[src/rtl/div_result_fifo.sv]
// Result buffer behind the restoring divider: captures {quotient, remainder} pairs,
// queues up to DEPTH of them for a valid/ready consumer, and throttles/flags the producer.
module div_result_fifo #(
    parameter int WIDTH = 32,
    parameter int DEPTH = 4
) (
    input  logic                       clk,
    input  logic                       reset,
    input  logic                       div_valid_out,
    input  logic [WIDTH-1:0]           div_quotient,
    input  logic [WIDTH-1:0]           div_remainder,
    output logic                       res_valid,
    input  logic                       res_ready,
    output logic [WIDTH-1:0]           res_quotient,
    output logic [WIDTH-1:0]           res_remainder,
    output logic [$clog2(DEPTH+1)-1:0] count,
    output logic                       almost_full,
    output logic                       overflow
);

    localparam int AW = $clog2(DEPTH);
    localparam int CW = $clog2(DEPTH + 1);

    logic [2*WIDTH-1:0] entry [DEPTH];
    logic [AW-1:0]      wr_ptr;
    logic [AW-1:0]      rd_ptr;
    logic [CW-1:0]      count_r;
    logic               overflow_r;
    logic               full;
    logic               push;
    logic               pop;

    assign full      = (count_r == CW'(DEPTH));
    assign res_valid = (count_r != '0);
    assign pop       = res_valid & res_ready;
    // A simultaneous pop frees the slot, so a full buffer can still accept.
    assign push      = div_valid_out & (~full | pop);

    always_ff @(posedge clk) begin
        if (reset) begin
            wr_ptr     <= '0;
            rd_ptr     <= '0;
            count_r    <= '0;
            overflow_r <= 1'b0;
            for (int unsigned i = 0; i < DEPTH; i++) begin
                entry[i] <= '0;
            end
        end else begin
            if (push) begin
                entry[wr_ptr] <= {div_quotient, div_remainder};
                wr_ptr        <= wr_ptr + AW'(1);
            end
            if (pop) begin
                rd_ptr <= rd_ptr + AW'(1);
            end
            case ({push, pop})
                2'b10:   count_r <= count_r + CW'(1);
                2'b01:   count_r <= count_r - CW'(1);
                default: count_r <= count_r;
            endcase
            if (div_valid_out && full && !pop) begin
                overflow_r <= 1'b1;
            end
        end
    end

    assign {res_quotient, res_remainder} = entry[rd_ptr];
    assign count       = count_r;
    assign almost_full = (count_r >= CW'(DEPTH - 1));
    assign overflow    = overflow_r;

endmodule

[config.mk]
export PLATFORM = sky130hd
export DESIGN_NAME = div_result_fifo
export DESIGN_NICKNAME = d
export VERILOG_FILES = /design/src/rtl/div_result_fifo.sv
export SDC_FILE = /design/constraint.sdc
export NUM_CORES = 1
export LEC_CHECK = 0
export CORE_ASPECT_RATIO = 1.75
export CORE_MARGIN = 1.5
export CORE_UTILIZATION = 35
export CTS_BUF_LIST = sky130_fd_sc_hd__clkbuf_8
export CTS_CLUSTER_SIZE = 8
export DETAILED_ROUTE_END_ITERATION = 10
export HOLD_SLACK_MARGIN = 0.05
export PLACE_DENSITY = 0.64
export SLEW_MARGIN = 10
export SYNTH_ARGS = -nofsm -noshare
export SYNTH_HDL_FRONTEND = slang
export SYNTH_SLANG_ARGS = --single-unit
[constraint.sdc]
create_clock -name clk -period 7.1 [get_ports clk]
set_clock_uncertainty 0.2 [all_clocks]
set_input_delay 1.42 -clock clk [delete_from_list [all_inputs] [get_ports clk]]
set_output_delay 1.42 -clock clk [all_outputs]
set_load 0.05 [all_outputs]
=== After elaboration in Yosys (flattened, before gate mapping) ===
Memory sizes are Yosys's and may differ from the RTL's. A register that Yosys moved wholly into a read port is not among the register bits.
Cells that the tools add are included.

* Muxes and demuxes: 11
* Shifts and indexed selects: 0
* Eq/ne operators: 3
* Divide/modulo/power cells: 0
* Bitwise operators: 4
* Reduce and logical (&&, ||, !) cells: 6
* Multipliers: 0
* Add/sub/neg operators: 4
* Order comparisons: 1

{| class="wikitable"
|+ Operator list
! cell !! count
|-
| 64-bit two-way mux || 1
|-
| 64-bit OR reduction || 1
|-
| 1-bit two-way mux || 6
|-
| 2-bit two-way mux || 3
|-
| 3-bit one-hot mux with 2 select lines || 1
|-
| 2-bit by 1-bit adder with 2-bit output (second input constant) || 2
|-
| 3-bit by 1-bit adder with 3-bit output (second input constant) || 1
|-
| 3-bit == test (second input constant) || 1
|-
| 3-bit by 2-bit greater-or-equal comparator with 1-bit output (second input constant) || 1
|-
| 3-bit nonzero test || 1
|-
| 3-bit by 1-bit subtractor with 3-bit output (second input constant) || 1
|-
| 1-bit bitwise AND || 2
|-
| 2-bit by 1-bit == test with 1-bit output (second input constant) || 1
|-
| 2-bit == test (second input constant) || 1
|-
| 1-bit logical AND || 2
|-
| 2-bit nonzero test || 1
|-
| 1-bit zero test || 1
|-
| 1-bit inverter || 1
|-
| 1-bit OR || 1
|}

* Output and inout port bits: 70
* Bits in latches: 0
* Register bits after elaboration: 8
* Bits in read-only memories: 0
* Memories: 1
* Input port bits: 68
* Word-level logic and storage cells: 34
* Memory bits (writable): 256

{| class="wikitable"
|+ Memory list
! name !! depth !! width !! read ports !! clocked after memory_dff !! wr ports !! RTL line !! source
|-
| entry || 4 || 64 || 1 || 1 || 4 || 24 || <nowiki>logic [2*WIDTH-1:0] entry [DEPTH];</nowiki>
|}

=== Logic depth before layout (Yosys ltp) ===
* Word-level depth: 9
* Mapped depth: 9
* Depth with buffers taken out: 8

=== Worst setup path before layout ===
OpenSTA, ideal clock, no wires.

* Kind: input-to-reg
* From: input res_ready
* To: memory entry[1][0] in the netlist's numbering (enable)
* Cell stages on the path: 2
* Required time: 6,319 ps
* Library setup time: 581 ps
* Data arrival time: 6,278 ps
* Path buffers: 0
* Path slack: 42 ps
* Cell sequence: nor4b_4 -> o31ai_1

{| class="wikitable"
|+ RTL lines
! element !! RTL line !! source
|-
| start: declaration || 13 || <nowiki>input logic res_ready,</nowiki>
|-
| end: declaration || 24 ||
|}

==> impl_metrics.json <==
{
  "status": "complete, but fails checks",
  "violations": "design-rule violations",
  "critPathRequiredTime_ps": 5480,
  "track_usage_pct": 15.5,
  "final_core_util_pct": 43.3,
  "clock-root-buffer": "clkbuf_8",
  "met2_usage_pct": 28.5,
  "wl_per_cell_um": 20.6,
  "synthFlopType": "edfxtp_1",
  "met1_usage_pct": 17.0,
  "drive_gt1_share_pct": 15.9,
  "rr_startpoint": "count[2]",
  "synth_fp_nets": 743,
  "grt.busiest_layer": "met2",
  "dpl_cell_area_um2": 13300,
  "slowest_delay_ps": 970,
  "relSlewSlack_pct": 29.8,
  "dr.first_iter.drc_count": 225,
  "critPathKind": "reg -> out",
  "internal_power_mw": 2.94,
  "first_pass_iters": 7,
  "wl_um": 25500,
  "cts_tree": "done",
  "syn_area_per_cell_um2": 17.0,
  "die_x_um": 140,
  "htree_levels": 2,
  "setup_viol": 0,
  "synth-simple-area-share_pct": 15.3,
  "hold_path_class": "reg -> reg",
  "grt_max_degree": 65,
  "use_met3_pct": 2.97,
  "fmax_ghz": 0.199,
  "grt_pass1_wl_um": 38900,
  "r2r_cells": 8,
  "port_buffers": 137,
  "dieArea_um2": 33700,
  "cp-end-kind": "output port",
  "synth_top_area_share_pct": 67.4,
  "timing.final.crit_share_pct": 70.7,
  "grt_pass1_vias": 6577,
  "yosysSeqAreaShare_pct": 69.1,
  "finalMaxSlewViolations": 0,
  "num_rows": 87,
  "setup_slack_ps": 2080,
  "power_density_nw_per_um2": 314,
  "path_buf_inv": 2,
  "p_leak_nw": 4.94,
  "netlist_top_cells_area": "edfxtp_1 (67%), and2_1 (14%), mux4_2 (13%)",
  "rsz0062_at_grt": "false",
  "pwr-share-comb_pct": 29.1,
  "p_seq_share_pct": 45.8,
  "synth_top_family_by_area": "simple AND/OR/NAND/NOR gates",
  "p_sw_share_pct": 32.9,
  "synth-xor-area-share_pct": 0.307,
  "fin_crit_ps": 5020,
  "clock_sinks": 266,
  "ctsHoldBuffers": 0,
  "path_clk_slew_ps": 60,
  "io_pins": 138,
  "clk_latency_ps": 550,
  "clkPwrFrac_pct": 25.1,
  "cp_max_fo": 43,
  "fp.dieH_um": 242,
  "p_sw_mw": 1.44,
  "fin_area_um2": 13900,
  "ant_nets": 0,
  "hold_viol": 0,
  "dp_hpwl_um": 14900,
  "synth_compound_area_share_pct": 0.636,
  "start_kind": "flip-flop",
  "synth_cell_types": 30,
  "core_area_um2": 32200,
  "numCtsBuffers": 40,
  "synthAdderAreaFrac_pct": 0.285,
  "crit_end": "res_remainder[11]",
  "cpMaxStageDelayCell": "dfxtp_4",
  "min_path_cells": 2,
  "pre_cts_slack_ps": 2500,
  "r2r_slack_ps": 4080,
  "synthArstFlopShare_pct": 0,
  "antenna_found_initial": 6,
  "vias_per_cell": 4.90,
  "crit_family": "buffers and inverters",
  "clock_path_buffers": 3,
  "syn_area_um2": 11400,
  "fin_tns_setup_ps": 0,
  "fin_total_pwr_mw": 4.38,
  "cts_resized": 0,
  "maxCapViolations": 0,
  "place.gp.congestion": 0.723,
  "drc_errors": 18,
  "syn_inst": 673,
  "fin_nets": 892,
  "synth_edf_count": 256,
  "overflow": 0,
  "post-synth-top-area-cell": "edfxtp_1",
  "worstPathArrival_ps": 3400,
  "area_growth_pct": 22.2,
  "vias": 6094,
  "synth-seq-cells": 266,
  "cp_num_cells": 3,
  "max-vdd-ir-drop_mv": 0.204,
  "post_cts.repair.setup_buffers": 0,
  "path_cells": "buf_4, mux4_2, clkdlybuf4s50_1",
  "ys.warnings.count": 0,
  "initial_utilization_pct": 35.4,
  "worst_pin_slew_ps": 1050,
  "rr_endpoint": "count[2]",
  "muxShareOfSynthArea_pct": 12.7
}
## cell usage in the layout, fill, tap and decap left out, drive strengths merged, types with 2 or more instances in the layout
cell type	instances
nand2b	2
nor4b	2
a21oi	3
clkdlybuf4s50	137
a21o	2
dfxtp	10
clkinvlp	2
xor2	3
clkbuf	43
nand2	2
or3	2
buf	12
mux4	64
diode	4
inv	18
nor2	9
nor4	2
and2	256
o21ai	2
edfxtp	256
## metrics by stage
step,instances,hold WS (ps)
3_3_place_gp,1180,265
2_1_floorplan,673,283
4_1_cts,1239,287
5_1_grt,1242,356
3_5_place_dp,1180,268
6_report,1243,282
## routing by layer
layer	vias to the layer above	wire length [um]	part of all wire, %
met5	-	29	0.11
li1	2783	-	-
met4	4	816	3.2
met3	50	1130	4.4
met2	159	14000	55
met1	3098	9550	37
## worst register-to-register path, delay by kind of cell, from the launching register on
kind,cells,cell delay (ps)
fa+ha+maj,2,590
buf+inv,1,60
simple gates,3,1310
flops,1,470
compound gates,1,150
xor+xnor,1,160
## power groups by stage
stage               Sequential (mW)  Combinational, mW  Clock [mW]
global placement               2.04               1.28           0
global route                   2.03               1.33        1.19
detailed placement             2.05               1.29           0
finish                         2.01               1.27        1.10
floorplan                      1.97              0.925           0
CTS                            2.02               1.29        1.14
## Yosys cell counts (2+ instances only)
library cell	n
dfxtp_1	10
inv_1	5
edfxtp_1	256
buf_2	12
a21o_1	2
a21oi_1	3
nand2_1	2
nand2b_1	2
nor2_1	9
xor2_1	3
o21ai_0	2
mux4_2	64
clkbuf_1	30
or3_1	2
and2_1	256
## worst min path at each step
stage               from   endpoint  slack (ps)
2_1_floorplan  wr_ptr[1]  wr_ptr[1]         280
3_3_place_gp    overflow   overflow         260
3_5_place_dp    overflow   overflow         270
4_1_cts         overflow   overflow         290
5_1_grt         overflow   overflow         360
6_report        overflow   overflow         280
## final cells by class
cell class / count / area [um2]
Fill cell: 2924 / 18300
Sequential cell: 266 / 7900
Multi-Input combinational cell: 360 / 3400
Timing Repair Buffer: 149 / 1460
Clock buffer: 43 / 592
Tap cell: 400 / 500
Clock inverter: 16 / 67.6
Inverter: 5 / 18.8
Antenna cell: 4 / 10.0
## state kept, by name (all words and copies together) (netlist names), named ones only
| register | flops |
|---|---|
| count | 3 |
| overflow | 1 |
| rd_ptr | 2 |
| wr_ptr | 2 |
| entry | 256 |
## logic make-up (layout without fill, tap and decap cells)
group	Yosys count	in the layout
adders and majority gates	2	2
buffers and inverters	47	213
DFF	266	266
muxes	65	65
xor gates and xnor gates	4	4
other	0	4
AOI/OAI and AO/OA	11	11
and+or+nand+nor	278	278
(Power assumes the default switching activity.)
